==> src/rtl/cpu_clk_pkg.sv <==
// Shared mode encodings, FSM state type and decode helper for the CPU clock controller.
// Optional cycle counter enabled by defining CPU_CLK_CNT_EN.
package cpu_clk_pkg;

   localparam logic [1:0] MODE_HALT     = 2'b00;
   localparam logic [1:0] MODE_RUN      = 2'b01;
   localparam logic [1:0] MODE_STEP     = 2'b10;
   localparam logic [1:0] MODE_HALT_ALT = 2'b11;

   localparam int unsigned SYNC_STAGES = 2;
   localparam int unsigned CYC_CNT_W   = 32;

   typedef enum logic [1:0] {
      HALT = 2'd0,
      RUN  = 2'd1,
      STEP = 2'd2
   } state_t;

   // Both halt encodings collapse to HALT.
   function automatic state_t mode_decode(input logic [1:0] mode);
      state_t st;
      case (mode)
         MODE_RUN:  st = RUN;
         MODE_STEP: st = STEP;
         default:   st = HALT;
      endcase
      return st;
   endfunction

endpackage

==> src/rtl/btn_debounce.sv <==
// Two-flop synchroniser followed by a stability counter: btn_db toggles once the
// synchronised button has disagreed with it for DB_CYCLES consecutive cycles.
module btn_debounce
   import cpu_clk_pkg::*;
#(
   parameter int unsigned DB_CYCLES = 1000
) (
   input  logic clk_in,
   input  logic rst,
   input  logic btn,
   output logic btn_db
);

   localparam int unsigned     CNT_W    = (DB_CYCLES > 1) ? $clog2(DB_CYCLES) : 1;
   localparam logic [CNT_W-1:0] CNT_LAST = CNT_W'(DB_CYCLES - 1);

   logic [SYNC_STAGES-1:0] sync_q;
   logic [CNT_W-1:0]       cnt_q;
   logic                   btn_s;

   assign btn_s = sync_q[SYNC_STAGES-1];

   // Any cycle of agreement restarts the stability window.
   always_ff @(posedge clk_in) begin
      if (rst) begin
         sync_q <= '0;
         cnt_q  <= '0;
         btn_db <= 1'b0;
      end else begin
         sync_q <= {sync_q[SYNC_STAGES-2:0], btn};
         if (btn_s == btn_db) begin
            cnt_q <= '0;
         end else if (cnt_q == CNT_LAST) begin
            cnt_q  <= '0;
            btn_db <= ~btn_db;
         end else begin
            cnt_q <= cnt_q + CNT_W'(1);
         end
      end
   end

endmodule

==> src/rtl/cpu_clk_ctrl.sv <==
// CPU clock-enable generator: halt, free-running divided clock, or single step
// from a debounced button. Define CPU_CLK_CNT_EN to add the cyc_cnt pulse counter.
module cpu_clk_ctrl
   import cpu_clk_pkg::*;
#(
   parameter int unsigned DIV_W     = 16,
   parameter int unsigned DB_CYCLES = 1000
) (
   input  logic             clk_in,
   input  logic             rst,
   input  logic [1:0]       mode,
   input  logic [DIV_W-1:0] div,
   input  logic             btn,
   output logic             btn_db,
   output logic             cpu_en
`ifdef CPU_CLK_CNT_EN
   ,
   output logic [CYC_CNT_W-1:0] cyc_cnt
`endif
);

   state_t           state_q, state_d;
   logic [DIV_W-1:0] div_cnt_q, div_cnt_d;
   logic             btn_db_q;
   logic             cpu_en_d;
   logic             div_term;
   logic             step_rise;

   btn_debounce #(
      .DB_CYCLES (DB_CYCLES)
   ) u_btn_debounce (
      .clk_in (clk_in),
      .rst    (rst),
      .btn    (btn),
      .btn_db (btn_db)
   );

   // >= so a divisor lowered below the running count still terminates at once.
   assign div_term  = (div_cnt_q >= div);
   assign step_rise = btn_db & ~btn_db_q;

   // Pulses are only issued when the state is unchanged across the edge.
   always_comb begin
      state_d   = mode_decode(mode);
      div_cnt_d = '0;
      cpu_en_d  = 1'b0;
      case (state_q)
         RUN: begin
            div_cnt_d = div_term ? '0 : div_cnt_q + DIV_W'(1);
            cpu_en_d  = div_term && (state_d == RUN);
         end
         STEP: begin
            cpu_en_d = step_rise && (state_d == STEP);
         end
         default: ;
      endcase
   end

   // btn_db_q tracks in every state so edges seen outside STEP are consumed.
   always_ff @(posedge clk_in) begin
      if (rst) begin
         state_q   <= HALT;
         div_cnt_q <= '0;
         btn_db_q  <= 1'b0;
         cpu_en    <= 1'b0;
      end else begin
         state_q   <= state_d;
         div_cnt_q <= div_cnt_d;
         btn_db_q  <= btn_db;
         cpu_en    <= cpu_en_d;
      end
   end

`ifdef CPU_CLK_CNT_EN
   always_ff @(posedge clk_in) begin
      if (rst) begin
         cyc_cnt <= '0;
      end else if (cpu_en_d) begin
         cyc_cnt <= cyc_cnt + CYC_CNT_W'(1);
      end
   end
`endif

endmodule

==> config.mk <==
export PLATFORM = sky130hd
export DESIGN_NAME = cpu_clk_ctrl
export DESIGN_NICKNAME = d
export VERILOG_FILES = /design/src/rtl/cpu_clk_pkg.sv /design/src/rtl/btn_debounce.sv /design/src/rtl/cpu_clk_ctrl.sv
export SDC_FILE = /design/constraint.sdc
export NUM_CORES = 1
export LEC_CHECK = 0
export CAP_MARGIN = 30
export CORE_MARGIN = 4
export CORE_UTILIZATION = 50
export DETAILED_ROUTE_END_ITERATION = 6
export PLACE_DENSITY_LB_ADDON = 0.05
export SLEW_MARGIN = 20
export SYNTH_ARGS = -nofsm -noshare
export SYNTH_HDL_FRONTEND = slang
export SYNTH_SLANG_ARGS = --single-unit
export TNS_END_PERCENT = 20
==> constraint.sdc <==
create_clock -name clk_in -period 1.7 [get_ports clk_in]
set_clock_uncertainty 0.05 [all_clocks]
set_input_delay 0.17 -clock clk_in [delete_from_list [all_inputs] [get_ports clk_in]]
set_output_delay 0.17 -clock clk_in [all_outputs]
set_load 0.03 [all_outputs]
==> impl_results.html, run 1 <==
<table>
<tr><th>Metric</th><th>Value</th></tr>
<tr><th colspan="2">Critical path</th></tr>
<tr><td>Endpoint arrival time on the critical path</td><td>1970 ps</td></tr>
<tr><td>Number of cell instances on the worst register-to-register path</td><td>6</td></tr>
<tr><td>Critical path launch point type</td><td>primary input</td></tr>
<tr><td>Startpoint of the most critical setup path</td><td>div[10]</td></tr>
<tr><td>Worst setup slack for register-to-register paths</td><td>-150 ps</td></tr>
<tr><td>Data required time of the worst path</td><td>1820 ps</td></tr>
<tr><td>Slowest library cell on the worst path</td><td>clkdlybuf4s50_1</td></tr>
<tr><td>CP max stage delay</td><td>460 ps</td></tr>
<tr><td>Worst flop-to-flop path endpoint</td><td>div_cnt_q[4]</td></tr>
<tr><td>Cell count along the critical path</td><td>8</td></tr>
<tr><td>Crit path kind</td><td>primary input to flip-flop</td></tr>
<tr><td>Crit path to</td><td>div_cnt_q[4]</td></tr>
<tr><td>Critical path buffers and inverters</td><td>3</td></tr>
<tr><td>Crit Path Max Fanout</td><td>5</td></tr>
<tr><td>CP endpoint kind</td><td>flip-flop</td></tr>
<tr><td>Start of the worst register-to-register path</td><td>div_cnt_q[6]</td></tr>
<tr><td>CP Cell Sequence</td><td>clkdlybuf4s50_1 -&gt; inv_1 -&gt; ha_1 -&gt; and4_4 -&gt; nand2_4 -&gt; o31ai_4 -&gt; buf_6 -&gt; nor4_2</td></tr>
<tr><td>Category of cells accounting for the largest share of critical-path delay</td><td>buffers and inverters</td></tr>
<tr><th colspan="2">Cells and area</th></tr>
<tr><td>Leading cell type in the layout, fill and taps excluded</td><td>dfxtp_1</td></tr>
<tr><td>Final net count</td><td>300</td></tr>
<tr><td>Final cell count without fillers</td><td>306</td></tr>
<tr><td>Most frequent cells in the layout</td><td>dfxtp_1, buf_4, inv_1, nor2_1, clkdlybuf4s50_1</td></tr>
<tr><td>Register area</td><td>665.6 µm²</td></tr>
<tr><td>Fill cell instance count of the final layout</td><td>208</td></tr>
<tr><td>Multi-input logic area</td><td>0.001400 mm²</td></tr>
<tr><td>Layout cell share with drive strength beyond 1</td><td>0.3462</td></tr>
<tr><td>Number of inserted diodes</td><td>0</td></tr>
<tr><td>Area Growth Syn to Fin</td><td>51.81%</td></tr>
<tr><th colspan="2">STA</th></tr>
<tr><td>Final number of max-transition violations</td><td>0</td></tr>
<tr><td>Final hold violation count</td><td>0</td></tr>
<tr><td>Slew @ Worst Pin</td><td>435.4 ps</td></tr>
<tr><td>Max-Slew Margin vs Limit</td><td>0.7097</td></tr>
<tr><td>Final Critical Period</td><td>1852 ps</td></tr>
<tr><td>Setup repair after global routing missed its margin</td><td>true</td></tr>
<tr><td>Worst setup slack after layout</td><td>-151.9 ps</td></tr>
<tr><td>Crit share post-route</td><td>1.089</td></tr>
<tr><td>Setup TNS</td><td>-2060 ps</td></tr>
<tr><td>Max Fclk</td><td>540.0 MHz</td></tr>
<tr><td>Total of endpoints with negative setup slack in the final report</td><td>17</td></tr>
<tr><th colspan="2">Detailed routing</th></tr>
<tr><td>Vias per inst</td><td>5.690</td></tr>
<tr><td>Post-detailed-routing wire length</td><td>5194 µm</td></tr>
<tr><td>Wirelength per Cell</td><td>16.97 µm</td></tr>
<tr><td>Count of vias placed by the detailed router</td><td>1741</td></tr>
<tr><td>Drt drc</td><td>0</td></tr>
<tr><td>Number of antenna-violating nets in the routed design</td><td>0</td></tr>
<tr><td>DR iter-0 viols</td><td>43</td></tr>
<tr><td>Detailed-routing iteration count for the pre-antenna-repair pass</td><td>4</td></tr>
<tr><th colspan="2">Synthesis</th></tr>
<tr><td>Synthesized-area fraction occupied by xor and xnor cells</td><td>0.09853</td></tr>
<tr><td>Post-synthesis share of cell area spent on and, or, nand and nor gates</td><td>0.2614</td></tr>
<tr><td>Post-synthesis cell type with the largest combined area</td><td>dfxtp_1</td></tr>
<tr><td>Flip-flop and latch count after synthesis</td><td>33</td></tr>
<tr><td>Synthesized area</td><td>0.001867 mm²</td></tr>
<tr><td>Area share of fa/ha/maj cells after synthesis</td><td>0.1340</td></tr>
<tr><td>Complex-gate fraction of the synthesized area</td><td>0.09048</td></tr>
<tr><td>Top post-synthesis cells by area</td><td>dfxtp_1, ha_1, xnor2_1</td></tr>
<tr><td>Post-synthesis cell type count</td><td>39</td></tr>
<tr><td>Average size of a mapped cell</td><td>9.242 µm²</td></tr>
<tr><td>Net Count, Synth</td><td>243</td></tr>
<tr><td>Proportion of synthesized area in mux cells</td><td>0.005362</td></tr>
<tr><td>Number of cells produced by synthesis</td><td>202</td></tr>
<tr><td>Main combinational cell family by area after synthesis</td><td>simple AND/OR/NAND/NOR gates</td></tr>
<tr><td>Count of synthesis-stage warnings from yosys</td><td>0</td></tr>
<tr><td>Top cell type's share of synthesized area</td><td>0.3539</td></tr>
<tr><td>Portion of the post-synthesis area used by sequential elements</td><td>0.3539</td></tr>
<tr><th colspan="2">Placed design</th></tr>
<tr><td>IO Port Bufs</td><td>22</td></tr>
<tr><td>Global placement routability congestion</td><td>0.8315</td></tr>
<tr><td>Final HPWL from detailed placement</td><td>3225 µm</td></tr>
<tr><td>Number of placed instances, taps included</td><td>292</td></tr>
<tr><th colspan="2">Global route</th></tr>
<tr><td>Total routing resource utilization after global routing</td><td>0.2192</td></tr>
<tr><td>Global-route congestion overflow total</td><td>0</td></tr>
<tr><td>Antenna violations before repair</td><td>0</td></tr>
<tr><td>Vias in the first global route</td><td>1846</td></tr>
<tr><td>Global-route wire length before repair</td><td>8583 µm</td></tr>
<tr><td>Maximum number of pins on one net before global-route repair</td><td>18</td></tr>
<tr><th colspan="2">Run status</th></tr>
<tr><td>Violated checks</td><td>setup timing</td></tr>
<tr><td>Run status</td><td>finished, violations left</td></tr>
<tr><th colspan="2">CTS</th></tr>
<tr><td>CTS H-tree depth</td><td>2</td></tr>
<tr><td>Cts-stage hold buffer count</td><td>0</td></tr>
<tr><td>TritonCTS clock tree</td><td>built</td></tr>
<tr><td>Clock buffers created by TritonCTS</td><td>5</td></tr>
<tr><td>Number of clock sinks</td><td>33</td></tr>
<tr><td>CTS clk-pin slew, worst paths</td><td>70 ps</td></tr>
<tr><td>Max Buffers Root-to-Sink</td><td>2</td></tr>
<tr><td>Clock Tree Root</td><td>clkbuf_8</td></tr>
<tr><td>Insertion delay to the later sink of the worst-skew pair</td><td>280 ps</td></tr>
<tr><th colspan="2">Die</th></tr>
<tr><td>Initial core utilization</td><td>0.5382</td></tr>
<tr><td>Overall die height</td><td>69.11 µm</td></tr>
<tr><td>DIE AREA</td><td>0.004776 mm²</td></tr>
<tr><td>Count of boundary I/O pins</td><td>23</td></tr>
<tr><td>Core Area</td><td>0.003468 mm²</td></tr>
<tr><td>Count of standard-cell rows</td><td>21</td></tr>
<tr><td>Die span in x</td><td>69.11 µm</td></tr>
<tr><th colspan="2">Power</th></tr>
<tr><td>Leakage</td><td>1.088 nW</td></tr>
<tr><td>Worst vdd ir</td><td>0.6664 mV</td></tr>
<tr><td>Power density over cell area</td><td>594.2 mW/mm²</td></tr>
<tr><th colspan="2">Min path</th></tr>
<tr><td>Class of the worst hold path</td><td>primary input to flip-flop</td></tr>
<tr><th colspan="2">Run</th></tr>
<tr><td>Max-capacitance violation count</td><td>0</td></tr>
</table>
## stage by stage
stage / cell area (µm²) / total power, W / utilization / hold WS, ps / setup slack (ps)
floorplan: 1923 / 0.0008437 / - / 191.6 / -11.28
global placement: 2390 / 0.0009030 / 0.6890 / 389.7 / -551.0
detailed placement: 2390 / 0.0009082 / 0.6890 / 377.2 / -607.2
CTS: 2758 / 0.001682 / 0.7951 / 392.3 / -92.63
global route: 2834 / 0.001742 / 0.8171 / 394.9 / -256.7
finish: 2834 / 0.001684 / 0.8171 / 394.7 / -151.9
## cell families (layout without fill, tap and decap cells)
kind of cell	count (synthesis)	in the layout
adder cells (fa/ha/maj)	20	20
AND/OR/NAND/NOR	81	81
flip-flops	33	33
AO/OA/AOI/OAI	19	19
multiplexers	1	1
buffers and inverters	27	85
XOR/XNOR	21	21
## synthesized netlist by cell type, drive strengths merged
| cell type | instances |
|---|---|
| nand2 | 8 |
| xor2 | 8 |
| xnor2 | 13 |
| o211ai | 1 |
| o21a | 1 |
| dfxtp | 33 |
| and4bb | 1 |
| and4 | 4 |
| mux2i | 1 |
| a31o | 2 |
| a221oi | 1 |
| nor2b | 4 |
| a2111oi | 2 |
| buf | 3 |
| nand4b | 2 |
| a2bb2oi | 1 |
| o31ai | 1 |
| inv | 23 |
| nor3 | 5 |
| ha | 20 |
| nor2 | 18 |
| a21o | 2 |
| a21oi | 3 |
| nand3b | 1 |
| o41a | 1 |
| nor4 | 15 |
| or3 | 1 |
| o21ai | 4 |
| nand3 | 8 |
| nand4 | 7 |
| nor3b | 4 |
| and3 | 2 |
| clkbuf | 1 |
| and2 | 1 |
## state kept, by name (all words and copies together), names as in the netlist
signal                 count
btn_db_q                   1
cpu_en                     1
div_cnt_q                 16
state_q                    2
u_btn_debounce.btn_db      1
u_btn_debounce.cnt_q      10
u_btn_debounce.sync_q      2
## how the worst min path moves through the flow
stage,depth (start not counted),startpoint,slack (ps),end
floorplan,1,rst,190,btn_db_q
global placement,1,u_btn_debounce.sync_q[0],390,u_btn_debounce.sync_q[1]
detailed placement,1,u_btn_debounce.sync_q[0],380,u_btn_debounce.sync_q[1]
CTS,2,btn,390,u_btn_debounce.sync_q[0]
global route,2,btn,390,u_btn_debounce.sync_q[0]
finish,2,btn,390,u_btn_debounce.sync_q[0]
## where the power goes
group	total, W	internal, W	switching [W]
Sequential	0.000782	0.000778	0.00000317
Clock	0.000763	0.000478	0.000286
Combinational	0.000139	0.0000804	0.0000585
Total	0.00168	0.00134	0.000347
## repair_timing
item / CTS / global route
gates resized for setup: 36 / 15
gates cloned: 0 / 0
pin swaps: 16 / 8
endpoints found under the setup margin: 17 / 27
setup buffers: 7 / 0
## per-layer routing
layer  global-route usage  vias to the layer above  wire [µm]
li1                     -                      835          -
met1               0.2375                      842       2073
met2               0.3867                       44       2713
met3              0.06105                       20        198
met4               0.1106                        0        208
met5                    0                        -          0
## layout make-up
type	instances	share of cell area
repair buffers	54	0.1792
clock buffers	7	0.03046
well taps	46	0.02031
multi-input cells	142	0.4940
inverters	23	0.03046
flip-flops and latches	33	0.2349
clock inverters	1	0.01060
No activity file was read; power rests on OpenSTA's default activity.
==> run 2: changes to the inputs <==
CORE_UTILIZATION = 35   (was 50)
SETUP_SLACK_MARGIN = 0.2   (was unset)
==> run 2 against run 1 <==
Net effect:
- the run still ends with setup timing left
- core utilization down 25 points
- global-route usage decreased by 6.3 points
- via count is 2.1% lower
- flip-flop and latch count unchanged
- final cell count increased by 10%
- worst hold slack improved by 9.7 ps
- critical path depth unchanged
- non-clock buffer count up 8
- sequential share of layout area is 0.58 points lower
- largest cell class unchanged
- combinational power decreased by 4%
- routed wire length decreased by 9.4%
- cell area is 3.5% higher
- largest power group unchanged
==> impl_results.html, run 2 (same netlist as run 1, synthesis figures left out) <==
<table>
<tr><th>Metric</th><th>Value</th></tr>
<tr><th colspan="2">Run status</th></tr>
<tr><td>Run status</td><td>finished, violations left</td></tr>
<tr><td>Violated checks</td><td>setup timing</td></tr>
<tr><th colspan="2">Placed design</th></tr>
<tr><td>Final HPWL from detailed placement</td><td>3321 µm (+3.0%)</td></tr>
<tr><td>IO Port Bufs</td><td>22 (unchanged)</td></tr>
<tr><td>Global placement routability congestion</td><td>0.7886 (-5.2%)</td></tr>
<tr><td>Worst setup slack after placement</td><td>-576.6 ps (+30.68 ps)</td></tr>
<tr><th colspan="2">CTS</th></tr>
<tr><td>Number of clock sinks</td><td>33 (unchanged)</td></tr>
<tr><td>Max Buffers Root-to-Sink</td><td>2 (unchanged)</td></tr>
<tr><td>TritonCTS clock tree</td><td>built</td></tr>
<tr><td>Clock Tree Root</td><td>clkbuf_8</td></tr>
<tr><td>Clock buffers created by TritonCTS</td><td>5 (unchanged)</td></tr>
<tr><td>Insertion delay to the later sink of the worst-skew pair</td><td>280 ps (about the same)</td></tr>
<tr><td>Cts-stage hold buffer count</td><td>0 (unchanged)</td></tr>
<tr><td>CTS clk-pin slew, worst paths</td><td>70 ps (about the same)</td></tr>
<tr><td>CTS H-tree depth</td><td>2 (unchanged)</td></tr>
<tr><th colspan="2">Power</th></tr>
<tr><td>Leakage</td><td>1.135 nW (+4.3%)</td></tr>
<tr><td>Worst vdd ir</td><td>0.2880 mV (-57%)</td></tr>
<tr><td>Power density over cell area</td><td>512.6 mW/mm² (-14%)</td></tr>
<tr><th colspan="2">Cells and area</th></tr>
<tr><td>Max reg flops</td><td>16 (unchanged)</td></tr>
<tr><td>Number of inserted diodes</td><td>0 (unchanged)</td></tr>
<tr><td>Layout cell share with drive strength beyond 1</td><td>0.4030 (+0.05683)</td></tr>
<tr><td>Most frequent cells in the layout</td><td>buf_4, dfxtp_1, nor2_1, inv_1, xnor2_1</td></tr>
<tr><td>Final net count</td><td>309 (+3.0%)</td></tr>
<tr><td>Leading cell type in the layout, fill and taps excluded</td><td>buf_4</td></tr>
<tr><td>Largest registers ranked by flip-flop count</td><td>div_cnt_q (16), u_btn_debounce.cnt_q (10)</td></tr>
<tr><td>Register with the most flip-flops</td><td>div_cnt_q</td></tr>
<tr><td>Area Growth Syn to Fin</td><td>57.10%</td></tr>
<tr><td>Fill cell instance count of the final layout</td><td>485 (+130%)</td></tr>
<tr><th colspan="2">STA</th></tr>
<tr><td>Final Critical Period</td><td>1794 ps (-58.01 ps)</td></tr>
<tr><td>Worst setup slack after layout</td><td>-93.91 ps (+58.01 ps)</td></tr>
<tr><td>Total of endpoints with negative setup slack in the final report</td><td>17 (unchanged)</td></tr>
<tr><td>Final number of max-transition violations</td><td>0 (unchanged)</td></tr>
<tr><td>Max-Slew Margin vs Limit</td><td>0.6850 (-0.02469)</td></tr>
<tr><td>Worst hold margin</td><td>404.3 ps (+9.659 ps)</td></tr>
<tr><td>Slew @ Worst Pin</td><td>471.5 ps (+36.06 ps)</td></tr>
<tr><td>Setup repair after global routing missed its margin</td><td>true</td></tr>
<tr><td>Max Fclk</td><td>557.4 MHz (+3.2%)</td></tr>
<tr><td>Crit share post-route</td><td>1.055 (-0.03412)</td></tr>
<tr><td>Final hold violation count</td><td>0 (unchanged)</td></tr>
<tr><th colspan="2">Global route</th></tr>
<tr><td>Vias in the first global route</td><td>1800 (-2.5%)</td></tr>
<tr><td>Antenna violations before repair</td><td>0 (unchanged)</td></tr>
<tr><td>Global-route wire length before repair</td><td>7893 µm (-8.0%)</td></tr>
<tr><td>Global-route congestion overflow total</td><td>0 (unchanged)</td></tr>
<tr><td>Total routing resource utilization after global routing</td><td>0.1563 (-0.06292)</td></tr>
<tr><td>Maximum number of pins on one net before global-route repair</td><td>11 (-7)</td></tr>
<tr><th colspan="2">Run</th></tr>
<tr><td>Max-capacitance violation count</td><td>0 (unchanged)</td></tr>
<tr><th colspan="2">Detailed routing</th></tr>
<tr><td>Number of antenna-violating nets in the routed design</td><td>0 (unchanged)</td></tr>
<tr><td>Drt drc</td><td>0 (unchanged)</td></tr>
<tr><td>DR iter-0 viols</td><td>72 (+67%)</td></tr>
<tr><td>Wirelength per Cell</td><td>13.93 µm (-18%)</td></tr>
<tr><td>Post-detailed-routing wire length</td><td>4707 µm (-9.4%)</td></tr>
<tr><td>Detailed-routing iteration count for the pre-antenna-repair pass</td><td>4 (unchanged)</td></tr>
<tr><td>Vias per inst</td><td>5.044 (-11%)</td></tr>
<tr><td>Count of vias placed by the detailed router</td><td>1705 (-2.1%)</td></tr>
<tr><th colspan="2">Die</th></tr>
<tr><td>DIE AREA</td><td>0.006566 mm² (+37%)</td></tr>
<tr><td>Initial core utilization</td><td>0.3632 (-0.1750)</td></tr>
<tr><td>Count of boundary I/O pins</td><td>23 (unchanged)</td></tr>
<tr><td>Overall die height</td><td>81.03 µm (+17%)</td></tr>
<tr><td>Die span in x</td><td>81.03 µm (+17%)</td></tr>
<tr><td>Count of standard-cell rows</td><td>26 (+24%)</td></tr>
<tr><td>Core Area</td><td>0.005140 mm² (+48%)</td></tr>
<tr><th colspan="2">Min path</th></tr>
<tr><td>Class of the worst hold path</td><td>primary input to flip-flop</td></tr>
<tr><th colspan="2">Critical path</th></tr>
<tr><td>Endpoint arrival time on the critical path</td><td>1900 ps (-70 ps)</td></tr>
<tr><td>CP endpoint kind</td><td>flip-flop</td></tr>
<tr><td>Data required time of the worst path</td><td>1800 ps (-20 ps)</td></tr>
<tr><td>Crit path kind</td><td>primary input to flip-flop</td></tr>
<tr><td>Crit Path Max Fanout</td><td>8 (+3)</td></tr>
<tr><td>Critical path launch point type</td><td>primary input</td></tr>
</table>
-- run 2: area by class of cell --
| type | instances | area [µm²] | area share |
|---|---|---|---|
| inverter | 23 | 86.33 | 0.02944 |
| clock buffer | 7 | 86.33 | 0.02944 |
| sequential | 33 | 671.9 | 0.2291 |
| multi-input combinational | 143 | 1454 | 0.4957 |
| tap | 70 | 87.58 | 0.02986 |
| timing repair buffer | 62 | 546.8 | 0.1864 |
-- run 2: final timing paths --
path / from / endpoint / slack, ps / cells past startpoint
worst min register to register: u_btn_debounce.sync_q[0] / u_btn_debounce.sync_q[1] / 410 / 1
worst max-delay path: div[9] / div_cnt_q[15] / -90 / 8
worst max register to register: div_cnt_q[15] / div_cnt_q[15] / -90 / 6
worst min-delay path: btn / u_btn_debounce.sync_q[0] / 400 / 2
-- run 2: worst max-delay path, cell delays in order --
cell and delay, ps:
clkdlybuf4s50_1 470, inv_2 40, ha_4 250, and4_4 230
nand2_8 60, o31ai_4 370, buf_6 220, a2111oi_4 70
-- run 2: layer usage --
metal | share of wire | global-route usage
met2 | 0.53 | 0.2865
met5 | 0 | 0
met3 | 0.031 | 0.03326
met1 | 0.42 | 0.1742
met4 | 0.020 | 0.06250
-- run 2: per-stage QoR --
stage | utilization | setup TNS [ps] | area (µm²) | instances | power, W
floorplan | - | -8.775 | 1957 | 202 | 0.0008466
global placement | 0.4778 | -7946 | 2456 | 318 | 0.0009098
detailed placement | 0.4778 | -8772 | 2456 | 318 | 0.0009158
CTS | 0.5467 | -1072 | 2810 | 338 | 0.001527
global route | 0.5706 | -2270 | 2933 | 338 | 0.001583
finish | 0.5706 | -1263 | 2933 | 338 | 0.001504
-- run 2: what timing repair did --
action / CTS / global route
pin swaps: 22 / 16
resized for setup: 43 / 22
setup endpoints to repair: 29 / 29
setup buffers: 12 / 0
gates cloned: 1 / 0
-- run 2: where the power goes --
group	leakage, nW	switching (W)	internal (W)	total [W]
registers	0.271	0.00000341	0.000779	0.000782
logic	0.820	0.0000573	0.0000758	0.000133
clock network	0.0443	0.000267	0.000321	0.000588
